### src/rtl/elevador_cabina.sv
// elevador_cabina: behavioural elevator car/shaft plant.
// Takes up/down motor commands, moves a position counter one step per
// commanded cycle, and returns floor-level, arrival, limit-switch, fault
// and 7-segment outputs. Every output is registered and reflects the
// command sampled on the same edge.
module elevador_cabina #(
  parameter int NUM_FLOORS    = 4,
  parameter int TRAVEL_CYCLES = 1000
) (
  input  logic                             clk,
  input  logic                             rst,
  input  logic                             motor_subir,
  input  logic                             motor_bajar,
  output logic [3:0]                       piso,
  output logic [$clog2(TRAVEL_CYCLES)-1:0] pos,
  output logic                             en_piso,
  output logic                             llegada,
  output logic                             limite_inf,
  output logic                             limite_sup,
  output logic                             fallo,
  output logic [6:0]                       seg
);

  localparam int PW = $clog2(TRAVEL_CYCLES);

  localparam logic [1:0] S_IDLE     = 2'd0;
  localparam logic [1:0] S_SUBIENDO = 2'd1;
  localparam logic [1:0] S_BAJANDO  = 2'd2;
  localparam logic [1:0] S_FALLO    = 2'd3;

  localparam logic [3:0]    TOP   = 4'(NUM_FLOORS - 1);
  localparam logic [PW-1:0] P_MAX = PW'(TRAVEL_CYCLES - 1);
  localparam logic [PW-1:0] P_ONE = PW'(1);
  localparam logic [6:0]    SEG_F = 7'h71;

  logic [1:0]    state, state_n;
  logic [3:0]    piso_n;
  logic [PW-1:0] pos_n;
  logic          lleg_n;
  logic          nivel_n;

  // Digit patterns, active high, bit order {g,f,e,d,c,b,a}.
  function automatic logic [6:0] digito(input logic [3:0] d);
    case (d)
      4'd0:    digito = 7'h3F;
      4'd1:    digito = 7'h06;
      4'd2:    digito = 7'h5B;
      4'd3:    digito = 7'h4F;
      4'd4:    digito = 7'h66;
      4'd5:    digito = 7'h6D;
      4'd6:    digito = 7'h7D;
      4'd7:    digito = 7'h07;
      4'd8:    digito = 7'h7F;
      4'd9:    digito = 7'h6F;
      default: digito = 7'h00;
    endcase
  endfunction

  // Next state and next car position from the commands sampled this cycle.
  always_comb begin
    state_n = state;
    piso_n  = piso;
    pos_n   = pos;
    lleg_n  = 1'b0;
    if (state != S_FALLO) begin
      if (motor_subir && motor_bajar) begin
        // Conflicting commands: latch the fault, car freezes where it is.
        state_n = S_FALLO;
      end else if (motor_subir) begin
        state_n = S_SUBIENDO;
        if (pos == P_MAX) begin
          pos_n  = '0;
          piso_n = piso + 4'd1;
          lleg_n = 1'b1;
        end else if (!(piso == TOP && pos == '0)) begin
          pos_n = pos + P_ONE;
        end
      end else if (motor_bajar) begin
        state_n = S_BAJANDO;
        if (pos > P_ONE) begin
          pos_n = pos - P_ONE;
        end else if (pos == P_ONE) begin
          pos_n  = '0;
          lleg_n = 1'b1;
        end else if (piso != 4'd0) begin
          // Leaving a level downwards drops straight into the segment below.
          piso_n = piso - 4'd1;
          pos_n  = P_MAX;
        end
      end else begin
        state_n = S_IDLE;
      end
    end
  end

  assign nivel_n = (pos_n == '0);

  // Register state, position and all sensor/display outputs.
  always_ff @(posedge clk) begin
    if (rst) begin
      state      <= S_IDLE;
      piso       <= 4'd0;
      pos        <= '0;
      en_piso    <= 1'b1;
      llegada    <= 1'b0;
      limite_inf <= 1'b1;
      limite_sup <= 1'b0;
      fallo      <= 1'b0;
      seg        <= 7'h3F;
    end else begin
      state      <= state_n;
      piso       <= piso_n;
      pos        <= pos_n;
      en_piso    <= nivel_n;
      llegada    <= lleg_n;
      limite_inf <= nivel_n && (piso_n == 4'd0);
      limite_sup <= nivel_n && (piso_n == TOP);
      fallo      <= (state_n == S_FALLO);
      seg        <= (state_n == S_FALLO) ? SEG_F : digito(piso_n);
    end
  end

endmodule

### config.mk
export PLATFORM = sky130hd
export DESIGN_NAME = elevador_cabina
export DESIGN_NICKNAME = d
export VERILOG_FILES = /design/src/rtl/elevador_cabina.sv
export SDC_FILE = /design/constraint.sdc
export NUM_CORES = 1
export LEC_CHECK = 0
export ABC_AREA = 1
export CORE_MARGIN = 3
export CORE_UTILIZATION = 50
export CTS_CLUSTER_SIZE = 8
export DETAILED_ROUTE_END_ITERATION = 10
export PLACE_DENSITY = 0.79
export SLEW_MARGIN = 20
export SYNTH_ARGS = -nofsm -noshare
export SYNTH_HDL_FRONTEND = slang
export SYNTH_SLANG_ARGS = --single-unit
### constraint.sdc
create_clock -name clk -period 6.9 [get_ports clk]
set_input_delay 2.07 -clock clk [delete_from_list [all_inputs] [get_ports clk]]
set_output_delay 2.07 -clock clk [all_outputs]
set_load 0.05 [all_outputs]
==> results by group <==
Outcome
  – Status: completed

Place
  – Pre-CTS setup slack: ~1900 ps
  – RD Place Congestion: 0.934
  – Buffers added on ports: 29
  – Hpwl dp: 4.88 mm

Pwr
  – Pwr Density: 209 mW/mm^2
  – Leakage power: 1.32 nW
  – Maximum VDD drop: 0.139 mV

Yosys
  – Register bit total from synthesis: 28
  – Most used DFF post-synth: dfxtp_1
  – Mapped Nets: about 400
  – Mapped Area: 0.00237 mm^2
  – Async SR Flop Fraction: 0
  – Cell taking the most area after synthesis: dfxtp_1
  – Yosys synthesis warning count: 0
  – Post-Syn Area per Cell: 6.21 um^2
  – Yosys cell types: 27
  – Commonest cells post-synth: 111 x nand2_1, 55 x nor2_1, 40 x nand3_1, 35 x inv_1, 28 x dfxtp_1
  – Post-synth EDFFs: 0
  – Gate count of the mapped netlist: ~380
  – Share of the synthesized area in the top cell type: 0.236
  – Most instantiated library cell after synthesis: nand2_1
  – Area contributors post-synth: dfxtp_1 24%, nand2_1 18%, nor2_1 8.7%
  – Seq/Total Area, Yosys: 0.236

Drt
  – Drt wl/cell: 13.6 um
  – Routed vias/inst: 5.44
  – Post-DRT Antenna Nets: 0
  – Remaining DRCs: 0
  – WL final: 6.16 mm
  – Number of DRC markers in iteration 0: 181
  – First-pass iteration count of the detailed router: 7
  – Vias after detailed routing: 2469

Timing
  – RSZ-0062 raised after global routing: false
  – PnR worst setup slack: 2150 ps
  – Worst rel slew slack: 0.493
  – Max-slew violations: 0
  – Tmin final: roughly 4700 ps
  – Post-route clock skew: about 3.5 ps
  – Fin Setup TNS: 0 ps
  – Hold Fails Final Rpt: 0
  – Fin Hold WS: between 600 and 700 ps
  – Worst slew pin tran: approximately 760 ps
  – Fmax: roughly 210 MHz
  – # setup viols final: 0
  – Final period util: 0.688

GRT
  – Global-route wire length before repair: around 10 mm
  – Initial antenna violation count: 0
  – Gr ovfl total: 0
  – Gr usage total: 0.238
  – GR peak layer: met2
  – M2 GR Usage: 0.389
  – Largest net degree at the start of global routing: 21
  – Vias in the first global route: 2294
  – GR Util met3: 0.0387
  – GRT met1 Usage: 0.305

Floorplanning
  – Die H: 74.9 um
  – Die area: around 0.0056 mm^2
  – Die width: 74.9 um
  – Initial core utilization: 0.530
  – Core Area: 0.00447 mm^2
  – # IOs: 30
  – # rows: 24

Setup path
  – FF-to-FF path depth: 16
  – Worst Setup End Kind: register
  – CP dominant cell by count: nand2_1
  – Largest delay share family, worst path: buffers and inverters
  – Critical Path Source: motor_bajar
  – R2r startpoint: piso[0]$_SDFF_PP0_
  – CP Max Fanout: 19
  – Worst endpoint required time: 7070 ps
  – FF-to-FF setup slack: 4350 ps
  – CP startpoint kind: primary input
  – Sequence of cells on the critical path: clkdlybuf4s50_1 > inv_2 > nand2_1 > inv_2 > nor2_4 > inv_2 > nand3_2 > nand2_1 > nand2_1 > inv_1 > ha_1 > nand2_1 > o21ai_0 > o21ai_1 > nand2_1
  – Crit-path max cell delay: 850 ps
  – Slowest CP cell: clkdlybuf4s50_1
  – Worst R2R End: seg[3]$_SDFF_PP1_
  – WP buf/inv: 5
  – Setup CP Type: primary input to register
  – CP Data Arrival Time: 4920 ps

Clock network
  – Setup bufs post-CTS: 0
  – CTS Buffer Depth: 2
  – CTS tree: yes
  – H-Tree Level Count: 1
  – Worst-path clk slew: around 100 ps
  – CTS Hold Bufs: 0
  – CTS Root Cell: clkbuf_8
  – CTS resizes: 0
  – CTS Buf Count: 3
  – Clock Latency Late Sink: approximately 280 ps
  – Clk sinks: 28

Flow run
  – MaxCap Viol Count: 0

Final layout
  – Finished Core Util: 0.602
  – Register Area: around 560 um^2
  – Ant. Diodes: 0
  – Nets@finish: 419
  – Filler cell count: 439
  – Multi-input gate area: 0.00155 mm^2
  – Share of layout cells above drive strength 1: 0.127
  – Area delta synth->final: 13.6%

Hold path
  – Hold endpoint: state[1]$_SDFF_PP0_
  – Hold-critical path depth: 4
  – Min-delay src: state[1]$_SDFF_PP0_
  – Worst min-delay path class: register to register
-- layout make-up --
type,instances,area share
tap,52,0.0242
inverter,46,0.0646
multi-input combinational,295,0.575
clock buffer,4,0.0204
sequential,28,0.208
timing repair buffer,29,0.108
-- tightest hold or removal path, delay by kind of cell, from the launching register on --
kind	cells	cell delay [ps]
flops	1	310
simple gates	3	190
buf+inv	1	80
-- worst max path at each step --
| stage | endpoint | slack [ps] | cells after the start |
|---|---|---|---|
| after global routing | seg[3]$_SDFF_PP1_ | 1910 | 15 |
| after detailed placement | seg[3]$_SDFF_PP1_ | 1910 | 15 |
| final | seg[3]$_SDFF_PP1_ | 2150 | 15 |
| after CTS | seg[3]$_SDFF_PP1_ | 2210 | 15 |
| after global placement | seg[3]$_SDFF_PP1_ | 2040 | 15 |
| after floorplan | seg[3]$_SDFF_PP1_ | 3120 | 15 |
-- per-layer routing --
| layer | vias up | part of all wire |
|---|---|---|
| li1 | 1239 | - |
| met5 | - | 0 |
| met2 | 97 | 0.47 |
| met3 | 19 | 0.056 |
| met4 | 0 | 0.038 |
| met1 | 1114 | 0.43 |
-- kinds of logic after synthesis --
logic type / after synthesis / share of synthesized area
simple gates: 245 / 0.490
buf+inv: 59 / 0.110
xor+xnor: 7 / 0.0259
flops: 28 / 0.236
fa+ha+maj: 12 / 0.0633
compound gates: 31 / 0.0744
-- power breakdown --
group	internal, W	switching [W]
clock network	0.0000511	0.0000528
logic	0.0000845	0.000183
registers	0.000175	0.0000178
total	0.000311	0.000253
-- through the flow --
step / instance area (um^2) / std cells / power (W)
6_report: 2690 / 454 / 0.000564
2_1_floorplan: 2370 / 382 / 0.000405
4_1_cts: 2690 / 454 / 0.000569
3_3_place_gp: 2640 / 450 / 0.000459
5_1_grt: 2690 / 454 / 0.000604
3_5_place_dp: 2640 / 450 / 0.000462
-- flip-flops by register name (all words and copies together), names as in the netlist --
signal      flops
fallo           1
seg             7
limite_sup      1
state           2
piso            4
en_piso         1
limite_inf      1
pos            10
llegada         1
-- layout by cell type (no fill, tap or decap) --
| cell | count |
|---|---|
| clkdlybuf4s50_1 | 29 |
| ha_1 | 12 |
| xor2_1 | 7 |
| o21ai_1 | 4 |
| and2_1 | 1 |
| inv_2 | 10 |
| clkbuf_8 | 4 |
| nor2_2 | 4 |
| o21ai_0 | 10 |
| o21ai_2 | 4 |
| nand3_2 | 6 |
| nor2_1 | 55 |
| nand3_4 | 2 |
| nand4_1 | 7 |
| inv_1 | 35 |
| nor2_8 | 1 |
| clkinv_2 | 1 |
| a31oi_1 | 2 |
| nor2_4 | 5 |
| nand2_4 | 2 |
| nand2_2 | 11 |
| nand2_1 | 111 |
| a21oi_2 | 1 |
| nand3_1 | 40 |
| a21oi_1 | 10 |
| dfxtp_1 | 28 |
No activity file was read; power rests on OpenSTA's default activity.
